--- src/rtl/sp_ram_port_ctrl.sv ---
// Slave-port controller for sp_ram: req/gnt bus to SRAM strobes, plus a zero-fill clear engine.
// Latency: grant in the request cycle, response (rvalid/rdata/err) exactly one cycle later.
// Backpressure: none on responses; gnt_o is held low for the whole clear sequence.
module sp_ram_port_ctrl #(
  parameter int ADDR_WIDTH     = 14,
  parameter int NUM_WORDS      = 16384,
  parameter int CLEAR_ON_RESET = 1
) (
  input  logic                  clk,
  input  logic                  rst_n,
  input  logic                  req_i,
  output logic                  gnt_o,
  input  logic [31:0]           addr_i,
  input  logic                  we_i,
  input  logic [3:0]            be_i,
  input  logic [31:0]           wdata_i,
  output logic                  rvalid_o,
  output logic [31:0]           rdata_o,
  output logic                  err_o,
  input  logic                  clear_i,
  output logic                  init_done_o,
  output logic                  ram_en_o,
  output logic                  ram_we_o,
  output logic [ADDR_WIDTH-1:0] ram_addr_o,
  output logic [3:0]            ram_be_o,
  output logic [31:0]           ram_wdata_o,
  input  logic [31:0]           ram_rdata_i
);

  localparam int WA   = ADDR_WIDTH - 2;
  localparam int LAST = NUM_WORDS / 4 - 1;

  typedef enum logic {
    ST_CLEAR = 1'b0,
    ST_RUN   = 1'b1
  } state_t;

  state_t          state_q, state_d;
  logic [WA-1:0]   cnt_q, cnt_d;
  logic            grant;
  logic            in_range;

  // Response pipeline: one stage, remembers what kind of response is due.
  logic            rsp_vld_q;
  logic            rsp_rd_q;
  logic            rsp_err_q;
  logic [31:0]     hold_q;

  assign in_range = (addr_i < 32'(NUM_WORDS));
  assign grant    = (state_q == ST_RUN) && req_i;

  // State and clear-counter registers.
  always_ff @(posedge clk or negedge rst_n) begin
    if (!rst_n) begin
      state_q <= (CLEAR_ON_RESET != 0) ? ST_CLEAR : ST_RUN;
      cnt_q   <= '0;
    end else begin
      state_q <= state_d;
      cnt_q   <= cnt_d;
    end
  end

  // Next state and SRAM strobes; the clear engine owns the SRAM port while clearing.
  always_comb begin
    state_d     = state_q;
    cnt_d       = cnt_q;
    gnt_o       = 1'b0;
    init_done_o = 1'b0;
    ram_en_o    = 1'b0;
    ram_we_o    = 1'b0;
    ram_addr_o  = {addr_i[ADDR_WIDTH-1:2], 2'b00};
    ram_be_o    = be_i;
    ram_wdata_o = wdata_i;
    case (state_q)
      ST_CLEAR: begin
        ram_en_o    = 1'b1;
        ram_we_o    = 1'b1;
        ram_addr_o  = {cnt_q, 2'b00};
        ram_be_o    = 4'hF;
        ram_wdata_o = '0;
        if (cnt_q == WA'(LAST)) begin
          state_d = ST_RUN;
          cnt_d   = '0;
        end else begin
          cnt_d = cnt_q + 1'b1;
        end
      end
      default: begin
        init_done_o = 1'b1;
        gnt_o       = req_i;
        if (req_i && in_range) begin
          ram_en_o = 1'b1;
          ram_we_o = we_i;
        end
        // A request granted alongside clear_i still completes normally.
        if (clear_i) begin
          state_d = ST_CLEAR;
          cnt_d   = '0;
        end
      end
    endcase
  end

  // Register the response type for the cycle after each grant.
  always_ff @(posedge clk or negedge rst_n) begin
    if (!rst_n) begin
      rsp_vld_q <= 1'b0;
      rsp_rd_q  <= 1'b0;
      rsp_err_q <= 1'b0;
    end else begin
      rsp_vld_q <= grant;
      rsp_rd_q  <= grant && in_range && !we_i;
      rsp_err_q <= grant && !in_range;
    end
  end

  // Hold register keeps the last read data; writes and errors leave it alone.
  always_ff @(posedge clk or negedge rst_n) begin
    if (!rst_n) begin
      hold_q <= '0;
    end else if (rsp_vld_q && rsp_rd_q) begin
      hold_q <= ram_rdata_i;
    end
  end

  // Read responses pass SRAM data straight through; errors force zero.
  always_comb begin
    rvalid_o = rsp_vld_q;
    err_o    = rsp_vld_q && rsp_err_q;
    rdata_o  = hold_q;
    if (rsp_vld_q && rsp_rd_q) begin
      rdata_o = ram_rdata_i;
    end else if (rsp_vld_q && rsp_err_q) begin
      rdata_o = '0;
    end
  end

endmodule

--- config.mk ---
export PLATFORM = sky130hd
export DESIGN_NAME = sp_ram_port_ctrl
export DESIGN_NICKNAME = d
export VERILOG_FILES = /design/src/rtl/sp_ram_port_ctrl.sv
export SDC_FILE = /design/constraint.sdc
export NUM_CORES = 1
export LEC_CHECK = 0
export ABC_CLOCK_PERIOD_IN_PS = 2800
export CAP_MARGIN = 20
export CORE_ASPECT_RATIO = 1.25
export CORE_MARGIN = 3
export CORE_UTILIZATION = 35
export CTS_CLUSTER_DIAMETER = 80
export CTS_CLUSTER_SIZE = 16
export DETAILED_ROUTE_END_ITERATION = 8
export PLACE_DENSITY = 0.91
export SLEW_MARGIN = 40
export SYNTH_ARGS = -nofsm -noshare
export SYNTH_HDL_FRONTEND = slang
export SYNTH_SLANG_ARGS = --single-unit
--- constraint.sdc ---
create_clock -name clk -period 2.8 [get_ports clk]
set_clock_uncertainty 0.1 [all_clocks]
set_input_delay 0.56 -clock clk [delete_from_list [all_inputs] [get_ports clk]]
set_output_delay 0.56 -clock clk [all_outputs]
set_load 0.005 [all_outputs]
Yosys cells after proc, flatten, opt, wreduce, memory -nomap -nowiden
Index checks and enable logic that the tools add are counted.
{ "op_classes": {"eq_ne": 2, "n_addsub": 1, "muxes": 17, "reduce_logical": 9, "n_lt_le_gt_ge": 1} }
{ "ops": {"columns": ["op", "count"], "rows": [
  ["$mux 32", 3],
  ["$mux 12", 3],
  ["$lt 32x15->1 const B", 1],
  ["$mux 14", 1],
  ["$add 12x1->12 const B", 1],
  ["$eq 12x12->1 const B", 1],
  ["$mux 1", 9],
  ["$logic_and 1x1->1", 7],
  ["$mux 4", 1],
  ["$logic_not 1->1", 2],
  ["$ne 2x2->1 const B", 1]
]} }
{ "totals": {"elab_cells": 36, "ff_bits": 48, "in_bits": 105} }

Logic depth before layout (Yosys ltp)
{ "logic_depth": {"depth_word": 4, "mapped_depth": 6, "depth_no_buf": 5} }

Least setup slack after synthesis
No wires, ideal clock.
{ "synth_timing": {"kind": "in2out", "from": "in addr_i[29]", "to": "out ram_we_o", "t_arrival_ns": 1.736, "path_slack_ns": 0.404, "t_required_ns": 2.140, "cell_stages": 3, "cell_sequence": "or4_1 > or4_4 > o21ai_1"} }
{ "synth_between": {"elab_chain_len": 4} }
{ "synth_lines": {"columns": ["element", "line_no", "text"], "rows": [
  ["from (decl)", "13", "input logic [31:0] addr_i,"],
  ["$lt 32x15->1", "49", "assign in_range = (addr_i < 32'(NUM_WORDS));"],
  ["$logic_and 1x1->1", "91", "if (req_i && in_range) begin"],
  ["$mux 1", "91", null],
  ["$mux 1", "74", "case (state_q)"],
  ["to (decl)", "23", "output logic ram_we_o,"]
]} }
No other way between the ends.

Worst setup path after layout
{ "layout_timing": {"from": "in addr_i[26]", "to": "out ram_we_o"} }
The elaborated chain is that of the path after synthesis.

==> out/results.tsv <==
metric	value	unit
r2r_cells	5	
gp_congestion	0.7951	
crit_path_top_delay_cell	or4_4	
startpoint	addr_i[26]	
p_per_area	353.0	nW/um^2
insertion_delay	0.29	ns
tightest_slew	0.5136	ns
setup_viol	1	
synth.most_common_cell	dfrtp_1	
dp.cells	523	
grt_max_degree	69	
path_clk_slew	0.09	ns
rows	35	
setup_tns	-0.02271	ns
ys_ff_latch	48	
ys.flop_type	dfrtp_1	
remaining_drc_errors	0	
critPathKind	input port to output pin	
yosysUniqueCellTypes	35	
reg2reg_setup_slack	1.02	ns
die_y	104.9	um
endpoint_kind	output pin	
crit_chain	clkdlybuf4s50_1 -> nor4_1 -> nand3_1 -> or4_4 -> o21ai_2 -> buf_2	
ant_nets	0	
wl_per_cell	14.77	um
die_w	85.12	um
layout-drive-gt1-share	15.49	%
fmax	354.3	MHz
required	2.14	ns
ios	193	
p_leak	2.039	nW
period_share	100.8	%
max-vdd-ir-drop	0.2498	mV
cap_violations	0	
hp-class	input port to asynchronous set/reset pin	
antennaDiodeCount	0	
postCtsHoldBufs	0	
synth_top_area_cell	dfrtp_1	
worstReg2RegEnd	cnt_q[3]	
grt_pass1_vias	2662	
grt_use_total	16.73	%
synth_seq_area_share	43.86	%
start_kind	input port	
place_hpwl	6101	um
drt-vias-per-instance	5.053	
antenna_found_initial	0	
final_cells	531	
grt-ovfl-total	0	
yosys_warnings	0	
dieArea	8929	sq um
drtIter0Drc	40	
cts_tree	done	
portBuffers	188	
cts-root-buf	clkbuf_8	
netlist_instances	260	
synth_edf_count	0	
status	finished, violations left	
worst-path-max-fanout	3	
slowest_delay	0.47	ns
synth_area_leaders	dfrtp_1 44%, mux2_2 18%, a22o_1 10%	
worstPathArrival	2.16	ns
synth_area	2739	sq um
ys_top_cells_by_count	48 x dfrtp_1, 43 x mux2_2, 38 x and2_1	
postPlaceCellArea	4703	sq um
cts_sinks	48	
syn_area_per_cell	10.53	sq um
area_delta_synth_final	76.15	%
maxSlewHeadroom	65.60	%
wirelength	7842	um
nFillCells	604	
core-area	7488	sq um
fin_ws	-0.02271	ns
layout_min_cycle_time	2.823	ns
async_reset_ff_share	100.0	%
drv_slew	0	
cts_inserted_buffers	5	
h-tree-depth	2	
via_count	2683	
violations	setup timing	
start_util	36.57	%
yosysTopAreaCellShare	43.86	%
final.hold.worst_slack	0.1205	ns
drtPass1Iterations	4	
final_hold_viol_count	0	
layout.nets	545	
reg2reg_from	cnt_q[1]	
grt_pass1_wl	12420	um
clk_path_buf_depth	2	
final_area	4825	sq um
metrics by stage:
stage / utilization, % / worst slack (ns) / power, W
global route: 64.43 / -0.1576 / 0.001806
detailed placement: 62.81 / -0.5532 / 0.001309
floorplan: - / 0.4041 / 0.0009936
global placement: 62.81 / -0.4979 / 0.001287
finish: 64.43 / -0.02271 / 0.001703
CTS: 64.01 / 0.006554 / 0.001725
worst max-delay path by stage:
stage	cells past startpoint	end
finish	6	ram_we_o
global route	6	ram_we_o
CTS	6	ram_we_o
detailed placement	5	ram_we_o
global placement	5	ram_we_o
floorplan	3	ram_we_o
report_power, final:
group | switching, W | internal [W] | total (W)
clock network | 0.000209 | 0.000197 | 0.000406
registers | 0.0000880 | 0.000751 | 0.000839
logic | 0.000147 | 0.000310 | 0.000458
total | 0.000445 | 0.00126 | 0.00170
timing repair:
item                                    CTS  global route
pin swaps                                 4             6
buffers inserted                          1             0
resized for setup                        11             9
endpoints found under the setup margin    2             2
hold endpoints to repair                  0             0
per-layer routing:
| layer | wire length [um] | GRT usage (%) | part of all wire [%] |
|---|---|---|---|
| met5 | 0 | 0 | 0 |
| met4 | 60 | 3.959 | 0.77 |
| met3 | 619 | 4.416 | 7.9 |
| met2 | 3984 | 28.78 | 51 |
| met1 | 3177 | 20.71 | 41 |
worst max-delay path, delay by kind of cell:
family	cells	cell delay [ns]
buffers and inverters	2	0.55
AND/OR/NAND/NOR	3	0.90
AO/OA/AOI/OAI	1	0.16
final cells by class:
cell class	count	area, sq um	share of cell area, %
tap	92	115.1	2.386
sequential	48	1201	24.90
clock buffer	6	82.58	1.712
clock inverter	1	8.758	0.1815
multi-input combinational	187	1459	30.24
timing repair buffer	194	1947	40.35
inverter	3	11.26	0.2334
cell usage in the layout, fill, tap and decap left out, drive strengths merged, types with 2 or more instances in the layout:
| cell type | synthesis | layout |
|---|---|---|
| nor2 | 4 | 4 |
| buf | 7 | 9 |
| dfrtp | 48 | 48 |
| clkdlybuf4s50 | 0 | 179 |
| nand3 | 4 | 4 |
| and2 | 38 | 38 |
| clkbuf | 16 | 6 |
| nand2 | 13 | 13 |
| nor4 | 3 | 3 |
| o31ai | 4 | 4 |
| a31oi | 3 | 3 |
| nand2b | 6 | 6 |
| a22o | 32 | 32 |
| inv | 3 | 3 |
| dlymetal6s2s | 0 | 4 |
| clkdlybuf4s15 | 0 | 2 |
| conb | 1 | 2 |
| and4 | 2 | 2 |
| mux2 | 43 | 43 |
| nand4 | 2 | 2 |
| or4 | 2 | 2 |
| and3 | 3 | 3 |
| o21ai | 15 | 15 |
registers in the layout (all words and copies together) (netlist names):
register and cells:
rvalid_o 1, cnt_q 12, state_q 1, hold_q 32, rsp_rd_q 1, rsp_err_q 1
logic make-up (layout without fill, tap and decap cells):
group	Yosys count	count (layout)	share of synthesized area, %
AOI/OAI and AO/OA	59	59	16.13
xor gates and xnor gates	2	2	0.6397
adders and majority gates	1	1	0.4568
buffers and inverters	26	204	3.974
DFF	48	48	43.86
muxes	43	43	17.68
other	1	2	0.1369
and+or+nand+nor	80	80	17.13
(Power assumes the default switching activity.)
